===== config.mk =====
export PLATFORM = sky130hd
export DESIGN_NAME = input_command_arbiter
export DESIGN_NICKNAME = d
export VERILOG_FILES = /design/src/rtl/input_command_arbiter_pkg.sv /design/src/rtl/input_command_arbiter_cmd_prio_enc.sv /design/src/rtl/input_command_arbiter.sv
export SDC_FILE = /design/constraint.sdc
export NUM_CORES = 1
export LEC_CHECK = 0
export CORE_ASPECT_RATIO = 0.9
export CORE_MARGIN = 2
export CORE_UTILIZATION = 50
export DETAILED_ROUTE_END_ITERATION = 12
export HOLD_SLACK_MARGIN = 0.06
export PLACE_DENSITY = 0.72
export SLEW_MARGIN = 25
export SYNTH_ARGS = -nofsm -noshare
export SYNTH_HDL_FRONTEND = slang
export SYNTH_SLANG_ARGS = --single-unit

===== constraint.sdc =====
create_clock -name clk -period 2.1 [get_ports clk]
set_input_delay 0.21 -clock clk [delete_from_list [all_inputs] [get_ports clk]]
set_output_delay 0.21 -clock clk [all_outputs]
set_load 0.01 [all_outputs]

===== src/rtl/input_command_arbiter_pkg.sv =====
// input_command_arbiter_pkg: command, source and state encodings shared by the arbiter
package input_command_arbiter_pkg;
  localparam logic [1:0] CMD_LEFT  = 2'd0;
  localparam logic [1:0] CMD_RIGHT = 2'd1;
  localparam logic [1:0] CMD_SEL   = 2'd2;
  localparam logic [1:0] CMD_RST   = 2'd3;
  localparam logic SRC_BTN = 1'b0;
  localparam logic SRC_IR  = 1'b1;
  localparam logic [1:0] ST_IDLE  = 2'd0;
  localparam logic [1:0] ST_HOLD  = 2'd1;
  localparam logic [1:0] ST_GUARD = 2'd2;
endpackage


===== src/rtl/input_command_arbiter_cmd_prio_enc.sv =====
// cmd_prio_enc: folds four active-low command lines into an active flag and a code
module cmd_prio_enc
  import input_command_arbiter_pkg::*;
(
  input  logic       left_n,
  input  logic       right_n,
  input  logic       sel_n,
  input  logic       rst_n,
  output logic       active,
  output logic [1:0] code
);
  always_comb begin
    active = ~(left_n & right_n & sel_n & rst_n);
    code   = !rst_n ? CMD_RST : !sel_n ? CMD_SEL : !left_n ? CMD_LEFT : CMD_RIGHT;
  end
endmodule


===== src/rtl/input_command_arbiter.sv =====
// input_command_arbiter: two-source command arbiter with press lockout, menu cursor and selection
module input_command_arbiter
  import input_command_arbiter_pkg::*;
#(
  parameter int NUM_ITEMS      = 8,
  parameter int CUR_W          = 3,
  parameter int LOCKOUT_CYCLES = 1000000,
  parameter int LOCK_W         = 20
) (
  input  logic             clk,
  input  logic             rst_n,
  input  logic             deb_ir_left,
  input  logic             deb_ir_right,
  input  logic             deb_ir_sel,
  input  logic             deb_ir_rst,
  input  logic             btn_left,
  input  logic             btn_right,
  input  logic             btn_sel,
  input  logic             btn_rst,
  output logic             cmd_valid,
  output logic [1:0]       cmd_code,
  output logic             cmd_src,
  output logic [CUR_W-1:0] cursor,
  output logic [CUR_W-1:0] sel_item,
  output logic             sel_valid,
  output logic             busy
);
  localparam logic [CUR_W-1:0] LAST = CUR_W'(NUM_ITEMS - 1);
  localparam logic [CUR_W-1:0] ONE  = CUR_W'(1);
  logic             btn_act, ir_act, any_low, fire, gnt_src;
  logic [1:0]       btn_code, ir_code, gnt_code;
  logic [1:0]       state_q, state_d;
  logic [LOCK_W-1:0] cnt_q, cnt_d;
  logic             last_src_q, last_src_d;
  logic             cmd_valid_q, cmd_valid_d, cmd_src_q, cmd_src_d;
  logic [1:0]       cmd_code_q, cmd_code_d;
  logic [CUR_W-1:0] cursor_q, cursor_d, sel_item_q, sel_item_d;
  logic             sel_valid_q, sel_valid_d;

  cmd_prio_enc u_btn (.left_n(btn_left), .right_n(btn_right), .sel_n(btn_sel),
                      .rst_n(btn_rst), .active(btn_act), .code(btn_code));
  cmd_prio_enc u_ir  (.left_n(deb_ir_left), .right_n(deb_ir_right), .sel_n(deb_ir_sel),
                      .rst_n(deb_ir_rst), .active(ir_act), .code(ir_code));

  always_comb begin
    any_low  = btn_act | ir_act;
    // on a tie the source that did not win last time gets the grant
    gnt_src  = (btn_act & ir_act) ? ~last_src_q : (ir_act ? SRC_IR : SRC_BTN);
    gnt_code = gnt_src ? ir_code : btn_code;
    fire     = (state_q == ST_IDLE) & any_low;
    state_d    = state_q;
    cnt_d      = cnt_q;
    last_src_d = fire ? gnt_src : last_src_q;
    case (state_q)
      ST_IDLE:  state_d = any_low ? ST_HOLD : ST_IDLE;
      ST_HOLD:  begin
        state_d = any_low ? ST_HOLD : ST_GUARD;
        cnt_d   = any_low ? cnt_q : LOCK_W'(LOCKOUT_CYCLES);
      end
      ST_GUARD: begin
        state_d = any_low ? ST_HOLD : (cnt_q == '0) ? ST_IDLE : ST_GUARD;
        cnt_d   = (any_low || cnt_q == '0) ? cnt_q : cnt_q - 1'b1;
      end
      default:  state_d = ST_IDLE;
    endcase
    cmd_valid_d = fire;
    cmd_code_d  = fire ? gnt_code : cmd_code_q;
    cmd_src_d   = fire ? gnt_src : cmd_src_q;
    cursor_d    = !fire                 ? cursor_q :
                  gnt_code == CMD_LEFT  ? ((cursor_q == '0) ? LAST : cursor_q - ONE) :
                  gnt_code == CMD_RIGHT ? ((cursor_q == LAST) ? '0 : cursor_q + ONE) :
                  gnt_code == CMD_RST   ? '0 : cursor_q;
    sel_item_d  = (fire && gnt_code == CMD_SEL) ? cursor_q :
                  (fire && gnt_code == CMD_RST) ? '0 : sel_item_q;
    sel_valid_d = (fire && gnt_code == CMD_SEL) ? 1'b1 :
                  (fire && gnt_code == CMD_RST) ? 1'b0 : sel_valid_q;
  end

  always_ff @(posedge clk or negedge rst_n) begin
    if (!rst_n) begin
      state_q     <= ST_IDLE;
      cnt_q       <= '0;
      last_src_q  <= SRC_IR;
      cmd_valid_q <= 1'b0;
      cmd_code_q  <= '0;
      cmd_src_q   <= 1'b0;
      cursor_q    <= '0;
      sel_item_q  <= '0;
      sel_valid_q <= 1'b0;
    end else begin
      state_q     <= state_d;
      cnt_q       <= cnt_d;
      last_src_q  <= last_src_d;
      cmd_valid_q <= cmd_valid_d;
      cmd_code_q  <= cmd_code_d;
      cmd_src_q   <= cmd_src_d;
      cursor_q    <= cursor_d;
      sel_item_q  <= sel_item_d;
      sel_valid_q <= sel_valid_d;
    end
  end

  always_comb begin
    cmd_valid = cmd_valid_q;
    cmd_code  = cmd_code_q;
    cmd_src   = cmd_src_q;
    cursor    = cursor_q;
    sel_item  = sel_item_q;
    sel_valid = sel_valid_q;
    busy      = state_q != ST_IDLE;
  end
endmodule


**After elaboration in Yosys (flattened, before gate mapping)**

Index checks and enable logic that the tools add are counted.

- Output and inout bits: 12
- Input bits: 10
- Bits in registers: 34
- Logic and storage cells: 71

- Equal/unequal tests: 8
- Add/sub/neg operators: 3
- Mux-type cells: 26
- Bitwise logic cells: 12
- Reductions and logical operators: 13

Operator list:

| operator | number |
|---|---|
| 2-to-1 mux 20 bit | 2 |
| one-hot mux 20 bit (2 select lines) | 1 |
| 2-to-1 mux 3 bit | 7 |
| logical NOT 20 bit | 1 |
| subtractor 20 x 1 -> 20 bit (second input constant) | 1 |
| 2-to-1 mux 2 bit | 8 |
| bitwise AND 1 bit | 8 |
| 2-to-1 mux 1 bit | 7 |
| == test 2 bit (second input constant) | 3 |
| one-hot mux 2 bit (3 select lines) | 1 |
| nonzero test 2 bit | 3 |
| == test 2 x 1 -> 1 bit (second input constant) | 2 |
| logical NOT 2 bit | 2 |
| != test 2 bit (second input constant) | 2 |
| adder 3 x 1 -> 3 bit (second input constant) | 1 |
| == test 3 bit (second input constant) | 1 |
| logical NOT 3 bit | 1 |
| NOT 1 bit | 3 |
| AND reduction 3 bit | 1 |
| nonzero test 3 bit | 1 |
| subtractor 3 x 1 -> 3 bit (second input constant) | 1 |
| logical AND 1 bit | 2 |
| AND reduction 2 bit | 1 |
| logical OR 1 bit | 1 |
| bitwise OR 1 bit | 1 |

**Logic depth before layout (Yosys ltp)**

Gate-level depths: netlist of run 1.

- Word-level depth: 11
- Mapped depth: 8
- Gate-level depth less buffers: 7

**Cells and area by module**

Synthesis of run 1 repeated with hierarchy kept, for this count alone.

- Cell total of the unflattened synthesis: 208
- Area total of the unflattened synthesis: 2035.7 sq um

By module, submodules not included:

| module | seq. area each (sq um) | cells each | area an instance (sq um) | instances |
|---|---|---|---|---|
| input_command_arbiter | 852.1 | 202 | 1995.7 | 1 |
| cmd_prio_enc | 0.0 | 3 | 20.0 | 2 |

**Least setup slack after synthesis of run 1**

Ideal clock, no wire load.

- Path kind: reg-to-reg
- Start: register cnt_q[0]
- End: register cnt_q[6]
- Arrival: 1.822 ns
- Library setup time: 0.131 ns
- Clock period less this slack: 1.953 ns
- Setup slack: 0.147 ns
- Stages on the path, launching flop included: 9
- Required time: 1.969 ns
- Buffers on the path: 1
- Cell sequence: dfrtp_1 -> inv_1 -> ha_1 -> nor4b_1 -> nand2_2 -> o21ai_1 -> buf_2 -> nor4_1 -> or3_1

- Longest elaborated chain between the ends: 4
- Elaborated cells on any way between the ends: 7
- Classes of those cells: add/sub: 1; eq/ne: 1; mux: 2; reduce/logical: 3

Ends and longest elaborated chain:

| element | line | RTL |
|---|---|---|
| from (decl) | input_command_arbiter.sv:33 | `logic [LOCK_W-1:0] cnt_q, cnt_d;` |
| from (signal assigned) | input_command_arbiter.sv:92 | `cnt_q <= cnt_d;` |
| branches (longest 4 deep; another with subtractor 20 x 1 -> 20 bit) | n/a |  |

Parallel ways; which one is timed is not known. The select of a mux whose other input is x is not followed.
A chain may end at the register's enable or synchronous reset.

**Worst setup path after layout of run 1**

- Start: register cnt_q[0]
- End: register cnt_q[11]

The elaborated chain is that of the path after synthesis.

==> flow_metrics.py, run 1 <==
metrics = {
    "sta": {
        "slew_headroom_pct": 61.6,
        "tightest_slew_ns": 0.573,
        "slew_violations": 0,
        "setup_viol": 0,
        "fin_crit_ns": 2.06,
        "finalHoldViolCount": 0,
        "fin_worst_skew_ns": 0.00455,
        "rsz0062_at_grt": "false",
        "fmax_mhz": 486,
        "fin_crit_sh_pct": 98.0,
    },
    "detailed_routing": {
        "drc": 0,
        "vias": 1648,
        "via_per_inst": 5.95,
        "wirelength_um": 4490,
        "drtIter0Drc": 149,
        "ant_nets": 0,
        "first_pass_iters": 4,
        "wire_per_inst_um": 16.2,
    },
    "global_routing": {
        "grt_first_pass_wirelength_um": 7220,
        "grt_start_max_net_pins": 35,
        "grt_overflow": 0,
        "grt_pass1_vias": 1570,
        "antenna_found_initial": 0,
        "track_usage_pct": 22.4,
    },
    "setup_path": {
        "crit_chain": "or2_1, or4_4, o21bai_4, or4_1, a21oi_2",
        "cp_slowest_cell": "or4_1",
        "cp-start-kind": "flip-flop",
        "crit_start": "cnt_q[0]$_DFFE_PN0P_",
        "worstPathRequired_ns": 2.31,
        "worstRegToRegCells": 5,
        "endpoint_kind": "flip-flop",
        "critical_path.max_stage_delay_ns": 0.50,
        "critPathKind": "flip-flop to flip-flop",
        "critPathMaxFanout": 5,
        "crit_arrival_ns": 2.27,
        "r2r_start": "cnt_q[0]$_DFFE_PN0P_",
    },
    "synthesis": {
        "yosys_most_used_dff": "dfrtp_1",
        "synth_top_family_by_area": "simple AND/OR/NAND/NOR gates",
        "synth_cell_types": 55,
        "synth-seq-area-share_pct": 45.2,
        "syn_avg_cell_area_um2": 10.3,
        "synth_area_leaders": "dfrtp_1 44%, ha_1 3.3%, a21oi_1 2.7%, mux2_2 2.4%, nor2_1 2.4%",
        "yosys_warnings": 0,
        "synthCells": 183,
        "syn_area_um2": 1880,
        "synthDominantCellAreaShare_pct": 43.8,
        "synth_compound_area_share_pct": 18.9,
        "synth_top_area_cell": "dfrtp_1",
        "synthArstFlopShare_pct": 100,
        "synthAdderAreaFrac_pct": 3.32,
        "synth_enable_flop_cells": 0,
        "synth_nets": 198,
        "yosys.area_share.simple_pct": 24.1,
        "ys_seq_elements": 34,
        "muxShareOfSynthArea_pct": 3.98,
        "synthXorXnorAreaFrac_pct": 1.86,
    },
    "clock_tree": {
        "clockRootBuffer": "clkbuf_8",
        "insertion_delay_ns": 0.29,
        "cts_sinks": 34,
        "cts_buffers": 5,
        "cts_tree": "yes",
        "cts.hold.buffers_added": 0,
        "clk_pin_slew_ns": 0.07,
        "cts_max_path_buffers": 2,
        "cts.htree.levels": 2,
    },
    "cells_and_area": {
        "drive_above_1_share_pct": 21.6,
        "multi_input_comb_area_um2": 1010,
        "n_antenna_cell": 0,
        "design_area_um2": 2470,
        "seq_area_um2": 852,
        "fillers": 283,
        "fin_nets": 245,
        "finish.utilization_pct": 67.2,
        "syn2layout_area_growth_pct": 31.2,
    },
    "die": {
        "die_w_um": 68.7,
        "die-height_um": 62.2,
        "io_pins": 22,
        "core_area_um2": 3680,
        "rows": 21,
        "die_area_um2": 4280,
        "start_util_pct": 51.2,
    },
    "power": {
        "vdd_drop_max_mv": 0.719,
        "power.total_mw": 1.93,
        "static-leakage-power_nw": 1.08,
        "power.density_nw_per_um2": 782,
    },
    "flow_run": {
        "drv_cap": 0,
    },
    "min_path": {
        "hp-class": "primary input to asynchronous set/reset pin",
    },
    "status": {
        "status": "completed",
    },
    "place": {
        "postPlaceCellArea_um2": 2280,
        "hpwlAfterDp_um": 3150,
        "place_congestion": 0.832,
        "portBuffers": 21,
    },
}
-- placed cells by master (no fill, tap or decap), types with 3 or more instances in the layout --
master | netlist | routed
dfrtp_1 | 33 | 33
clkdlybuf4s50_1 | 0 | 21
buf_4 | 0 | 21
nor2_1 | 12 | 12
inv_1 | 11 | 11
nand2_1 | 11 | 11
a21oi_1 | 10 | 9
o21ai_0 | 6 | 6
nand3_1 | 6 | 6
o31ai_1 | 6 | 6
clkbuf_8 | 0 | 6
ha_1 | 5 | 5
nand4_1 | 4 | 4
nor3_1 | 4 | 4
mux2_2 | 4 | 4
o211ai_1 | 4 | 4
or4_1 | 3 | 3
mux2i_1 | 3 | 3
nor4_1 | 4 | 3
or3_1 | 3 | 3
and3_1 | 3 | 3
-- registers in the layout, indices dropped and copies added, names as in the netlist --
signal / cells
sel_item: 3
cnt_q: 20
state_q: 2
cmd_valid: 1
cursor: 3
cmd_src: 1
last_src_q: 1
sel_valid: 1
cmd_code: 2
-- critical path: cells and delay by family (launching register included) --
kind | cells | cell delay (ns)
AO/OA/AOI/OAI | 2 | 0.40
flip-flops | 1 | 0.40
AND/OR/NAND/NOR | 3 | 1.19
-- path summary, 6_finish.rpt --
| kind | endpoint | slack (ns) |
|---|---|---|
| hold / removal | cnt_q[10]$_DFFE_PN0P_ | 0.32 |
| min in group clk | cnt_q[14]$_DFFE_PN0P_ | 0.50 |
| setup / recovery | cnt_q[11]$_DFFE_PN0P_ | 0.04 |
| hold reg to reg | cnt_q[14]$_DFFE_PN0P_ | 0.50 |
| max in group asynchronous | last_src_q$_DFFE_PN1P_ | 1.44 |
| setup reg to reg | cnt_q[11]$_DFFE_PN0P_ | 0.04 |
-- cells by family (layout without fill, tap and decap cells) --
| logic type | count (synthesis) | count (layout) |
|---|---|---|
| DFF | 34 | 34 |
| muxes | 7 | 7 |
| and+or+nand+nor | 73 | 73 |
| AOI/OAI and AO/OA | 47 | 47 |
| xor gates and xnor gates | 4 | 4 |
| buffers and inverters | 13 | 61 |
| adders and majority gates | 5 | 5 |
-- power breakdown --
part           switching, mW  internal, mW
sequential            0.0512         0.712
combinational          0.214         0.213
clock                  0.238         0.506
-- metal layers --
layer  part of all wire [%]  up-vias  wire, um  GRT usage (%)
met3                    4.9        9       219           5.25
met1                     45      812      2030           31.4
li1                       -      790         -              -
met2                     48       37      2170           33.5
met5                      0        -         0              0
met4                    1.6        0        73           8.33
-- synthesized netlist by cell type (2+ instances only) --
cell type   n
and3_1      3
o21ai_0     6
a31oi_1     2
xnor2_1     2
and4_1      2
nand3_1     6
o31ai_1     6
or4_1       3
o2bb2ai_1   2
inv_1      11
nor4_2      2
nor4_1      4
nor2_1     12
or3_1       3
o211ai_1    4
mux2_2      4
a21oi_1    10
nand4_1     4
nand2b_1    2
o41ai_1     2
nor2b_1     2
nor3_2      2
mux2i_1     3
a22oi_1     2
nand2_1    11
nor4b_1     2
ha_1        5
dfrtp_1    33
o311ai_0    2
and2_1      2
xor2_1      2
nor3_1      4
-- per-stage QoR --
step,setup slack [ns],cells,setup TNS (ns),hold WS [ns]
5_1_grt,0.00229,277,0,0.359
4_1_cts,0.0185,276,0,0.327
3_5_place_dp,-0.0279,266,-0.0305,0.484
3_3_place_gp,0.0841,266,0,0.475
6_report,0.0426,277,0,0.319
2_1_floorplan,0.147,183,0,-0.0856
-- cell type report --
cell class              instances  share of cell area [%]
well taps                      46                    2.33
clock buffers                   6                    3.34
multi-input cells             136                    40.9
flip-flops and latches         34                    34.5
repair buffers                 42                    14.9
inverters                      11                    1.67
clock inverters                 2                    2.43
-- what timing repair did --
action / 4_1_cts / 5_1_grt
pin swaps: 0 / 1
setup buffers: 2 / 1
gates resized for setup: 1 / 4
endpoints found under the setup margin: 1 / 15
Note: power is estimated with default switching activity, not from simulation.
==> run 2, diff against run 1 <==
- CORE_UTILIZATION: 50 -> 30
- PLACE_DENSITY: 0.72 -> not set
- TNS_END_PERCENT: not set -> 10
==> flow_metrics.py, run 2 (synthesis gave the netlist of run 1 again) <==
metrics = {
    "power": {
        "power.total_mw": 1.95,
        "static-leakage-power_nw": 1.13,
        "power.density_nw_per_um2": 751,
        "vdd_drop_max_mv": 0.442,
    },
    "clock_tree": {
        "cts_buffers": 5,
        "cts_tree": "yes",
        "clockRootBuffer": "clkbuf_8",
        "cts_sinks": 34,
        "cts_max_path_buffers": 2,
        "cts.htree.levels": 2,
        "cts.hold.buffers_added": 0,
        "insertion_delay_ns": 0.29,
        "clk_pin_slew_ns": 0.07,
    },
    "place": {
        "postPlaceCellArea_um2": 2410,
        "hpwlAfterDp_um": 3210,
        "place_congestion": 0.773,
        "portBuffers": 21,
    },
    "sta": {
        "holdWs_ns": 0.324,
        "tightest_slew_ns": 0.516,
        "slew_headroom_pct": 65.6,
        "setup_viol": 0,
        "fin_worst_skew_ns": 0.00610,
        "fmax_mhz": 491,
        "finalHoldViolCount": 0,
        "rsz0062_at_grt": "true",
        "fin_crit_sh_pct": 97.1,
        "fin_setup_tns_ns": 0,
        "fin_crit_ns": 2.04,
        "slew_violations": 0,
    },
    "cells_and_area": {
        "n_antenna_cell": 0,
        "fillers": 585,
        "finish.utilization_pct": 42.7,
        "final_common_cell": "dfrtp_1",
        "largest_reg_flops": 20,
        "largest-register": "cnt_q",
        "design_area_um2": 2600,
        "multi_input_comb_area_um2": 1020,
        "fin_nets": 254,
        "layout_common_cells": "33 x dfrtp_1, 29 x buf_4, 21 x clkdlybuf4s50_1",
        "seq_area_um2": 852,
        "syn2layout_area_growth_pct": 37.8,
        "drive_above_1_share_pct": 25.8,
    },
    "die": {
        "core_area_um2": 6080,
        "rows": 27,
        "start_util_pct": 31.0,
        "die_area_um2": 6930,
        "io_pins": 22,
        "die-height_um": 79.2,
        "die_w_um": 87.5,
    },
    "global_routing": {
        "grt_start_max_net_pins": 35,
        "grt_pass1_vias": 1539,
        "grt_first_pass_wirelength_um": 7340,
        "grt_overflow": 0,
        "antenna_found_initial": 0,
        "track_usage_pct": 13.6,
    },
    "detailed_routing": {
        "vias": 1612,
        "ant_nets": 0,
        "via_per_inst": 5.17,
        "wire_per_inst_um": 13.7,
        "drc": 0,
        "wirelength_um": 4260,
        "first_pass_iters": 4,
        "drtIter0Drc": 53,
    },
    "setup_path": {
        "worstPathRequired_ns": 2.32,
        "crit_arrival_ns": 2.26,
        "critPathKind": "flip-flop to flip-flop",
        "critPathMaxFanout": 7,
        "cp-start-kind": "flip-flop",
        "endpoint_kind": "flip-flop",
    },
    "status": {
        "status": "completed",
    },
    "flow_run": {
        "drv_cap": 0,
    },
    "min_path": {
        "hp-class": "primary input to asynchronous set/reset pin",
    },
}
-- run 2: cell count changes in the layout (fill, tap and decap cells not counted), sizes merged --
cell	before	now
buf	21	30
-- run 2: critical path: stages, from the launching register on --
cell and delay (ns):
dfrtp_1 0.41, or2_4 0.25, or4_4 0.45, o21bai_4 0.22, or4_4 0.49, a21oi_2 0.15
-- run 2: area by class of cell --
| cell class | instances | area share (%) |
|---|---|---|
| multi-input combinational | 136 | 39.4 |
| timing repair buffer | 51 | 17.2 |
| clock buffer | 6 | 3.18 |
| tap | 72 | 3.47 |
| inverter | 11 | 1.59 |
| clock inverter | 2 | 2.31 |
| sequential | 34 | 32.8 |
-- run 2: final timing paths --
check | from | endpoint | slack, ns | cells after the start
min in group clk | cnt_q[14]$_DFFE_PN0P_ | cnt_q[14]$_DFFE_PN0P_ | 0.49 | 1
max | cnt_q[0]$_DFFE_PN0P_ | cnt_q[11]$_DFFE_PN0P_ | 0.06 | 5
max in group asynchronous | rst_n | last_src_q$_DFFE_PN1P_ | 1.43 | 2
max reg2reg | cnt_q[0]$_DFFE_PN0P_ | cnt_q[11]$_DFFE_PN0P_ | 0.06 | 5
min | rst_n | cnt_q[0]$_DFFE_PN0P_ | 0.32 | 2
min reg2reg | cnt_q[14]$_DFFE_PN0P_ | cnt_q[14]$_DFFE_PN0P_ | 0.49 | 1
-- run 2: repair_timing --
action                     CTS  global route
gates resized for setup      1             8
pin swaps                    0             1
setup buffers                0             1
setup endpoints to repair    1             3
-- run 2: per-stage QoR --
stage,worst slack [ns],instances
after floorplan,0.147,183
after CTS,0.0303,311
after global placement,0.0327,303
after global routing,-0.0210,312
after detailed placement,-0.0155,303
final,0.0618,312
-- run 2: where the power goes --
group / total [mW] / internal (mW) / switching [mW]
clock network: 0.754 / 0.506 / 0.247
logic: 0.434 / 0.223 / 0.211
registers: 0.762 / 0.711 / 0.0502
total: 1.95 / 1.44 / 0.509
-- run 2: routing by layer --
layer | vias to the layer above | routed length [um] | GRT usage [%]
li1 | 813 | - | -
met3 | 5 | 156 | 3.64
met1 | 771 | 2130 | 18.6
met4 | 0 | 46 | 4.62
met5 | - | 0 | 0
met2 | 23 | 1930 | 20.7
==> run 3, diff against run 2 <==
- CORE_UTILIZATION: 30 -> 40
==> flow_metrics.py, run 3 (synthesis gave the netlist of run 1 again) <==
metrics = {
    "place": {
        "hpwlAfterDp_um": 3280,
        "postPlaceCellArea_um2": 2340,
        "portBuffers": 21,
        "dp_cells": 287,
        "place_congestion": 0.888,
    },
    "detailed_routing": {
        "vias": 1624,
        "first_pass_iters": 4,
        "drtIter0Drc": 156,
        "wire_per_inst_um": 14.9,
        "wirelength_um": 4400,
        "ant_nets": 0,
        "via_per_inst": 5.51,
        "drc": 0,
    },
    "global_routing": {
        "grt_first_pass_wirelength_um": 7890,
        "grt_pass1_vias": 1701,
        "track_usage_pct": 18.3,
        "grt_start_max_net_pins": 35,
        "antenna_found_initial": 0,
        "grt_overflow": 0,
    },
    "clock_tree": {
        "cts_sinks": 34,
        "cts_tree": "yes",
        "cts_setup_buffers": 0,
        "clockRootBuffer": "clkbuf_8",
        "insertion_delay_ns": 0.29,
        "cts_resized": 0,
        "clk_pin_slew_ns": 0.08,
        "cts.hold.buffers_added": 0,
        "cts_max_path_buffers": 2,
        "cts_buffers": 5,
        "cts.htree.levels": 2,
    },
    "setup_path": {
        "critPathKind": "flip-flop to flip-flop",
        "worstRegToRegCells": 5,
        "path_delay_family": "simple AND/OR/NAND/NOR gates",
        "cp.buffers_inverters": 0,
        "rrSetupSlack_ns": 0.05,
        "cp-start-kind": "flip-flop",
        "crit_chain": "or2_1, or4_4, o21bai_4, or4_1, a21oi_1",
        "reg2reg_to": "cnt_q[11]$_DFFE_PN0P_",
        "critPathMaxFanout": 9,
        "crit_arrival_ns": 2.26,
        "worstPathRequired_ns": 2.32,
        "endpoint_kind": "flip-flop",
        "crit_start": "cnt_q[1]$_DFFE_PN0P_",
        "r2r_start": "cnt_q[1]$_DFFE_PN0P_",
        "critical_path.max_stage_delay_ns": 0.49,
        "cp_slowest_cell": "or4_1",
    },
    "cells_and_area": {
        "final_cells": 295,
        "drive_above_1_share_pct": 22.3,
        "fillers": 412,
        "n_antenna_cell": 0,
        "largest_reg_flops": 20,
        "fin_nets": 247,
        "layout_common_cells": "33 x dfrtp_1, 22 x buf_4, 21 x clkdlybuf4s50_1",
        "largest-register": "cnt_q",
        "design_area_um2": 2490,
        "syn2layout_area_growth_pct": 32.4,
        "final_common_cell": "dfrtp_1",
        "multi_input_comb_area_um2": 995,
        "seq_area_um2": 852,
    },
    "sta": {
        "fmax_mhz": 488,
        "finalHoldViolCount": 0,
        "fin_worst_skew_ns": 0.00835,
        "slew_headroom_pct": 70.1,
        "setup_viol": 0,
        "fin_crit_sh_pct": 97.6,
        "slew_violations": 0,
        "fin_crit_ns": 2.05,
        "rsz0062_at_grt": "true",
        "holdWs_ns": 0.336,
        "tightest_slew_ns": 0.447,
    },
    "power": {
        "static-leakage-power_nw": 1.08,
        "power.density_nw_per_um2": 774,
        "vdd_drop_max_mv": 0.361,
        "power.total_mw": 1.93,
    },
    "die": {
        "die_w_um": 76.3,
        "rows": 23,
        "io_pins": 22,
        "die_area_um2": 5280,
        "core_area_um2": 4490,
        "die-height_um": 69.1,
        "start_util_pct": 42.0,
    },
    "status": {
        "status": "completed",
    },
    "flow_run": {
        "drv_cap": 0,
    },
    "min_path": {
        "hp-class": "primary input to asynchronous set/reset pin",
    },
}
## run 3: worst max-delay path by stage
stage / end / slack [ns] / cells past startpoint
floorplan: cnt_q[6]$_DFFE_PN0P_ / 0.15 / 8
global placement: cnt_q[13]$_DFFE_PN0P_ / 0.02 / 7
detailed placement: cnt_q[10]$_DFFE_PN0P_ / -0.04 / 7
CTS: cnt_q[17]$_DFFE_PN0P_ / 0.03 / 9
global route: cnt_q[19]$_DFFE_PN0P_ / -0.03 / 9
finish: cnt_q[11]$_DFFE_PN0P_ / 0.05 / 5
## run 3: where the power goes
part	switching (mW)	total, mW	internal (mW)
logic	0.213	0.422	0.209
registers	0.0465	0.758	0.712
clock network	0.245	0.752	0.506
## run 3: layout make-up
type                    instances  share of cell area, %
clock inverters                 2                   2.41
multi-input cells             136                   39.9
repair buffers                 44                   15.5
inverters                      11                   1.65
clock buffers                   6                   3.31
well taps                      62                   3.11
flip-flops and latches         34                   34.2
## run 3: worst register-to-register path: cells and delay by family, from the launching register on
family | cells | cell delay [ns]
AOI/OAI and AO/OA | 2 | 0.40
and+or+nand+nor | 3 | 1.20
DFF | 1 | 0.38
## run 3: metrics by stage
| step | TNS (ns) | worst slack, ns | util, % |
|---|---|---|---|
| CTS | 0 | 0.0330 | 55.2 |
| global placement | 0 | 0.0188 | 52.0 |
| finish | 0 | 0.0514 | 55.6 |
| global route | -0.0681 | -0.0316 | 55.6 |
| detailed placement | -0.0595 | -0.0421 | 52.0 |
| floorplan | 0 | 0.147 | - |
## run 3: routing by layer
layer,vias up,global-route usage [%],wire [um]
li1,797,-,-
met2,41,27.3,1980
met1,780,26.4,2190
met3,6,3.66,175
met5,-,0,0
met4,0,6.67,51
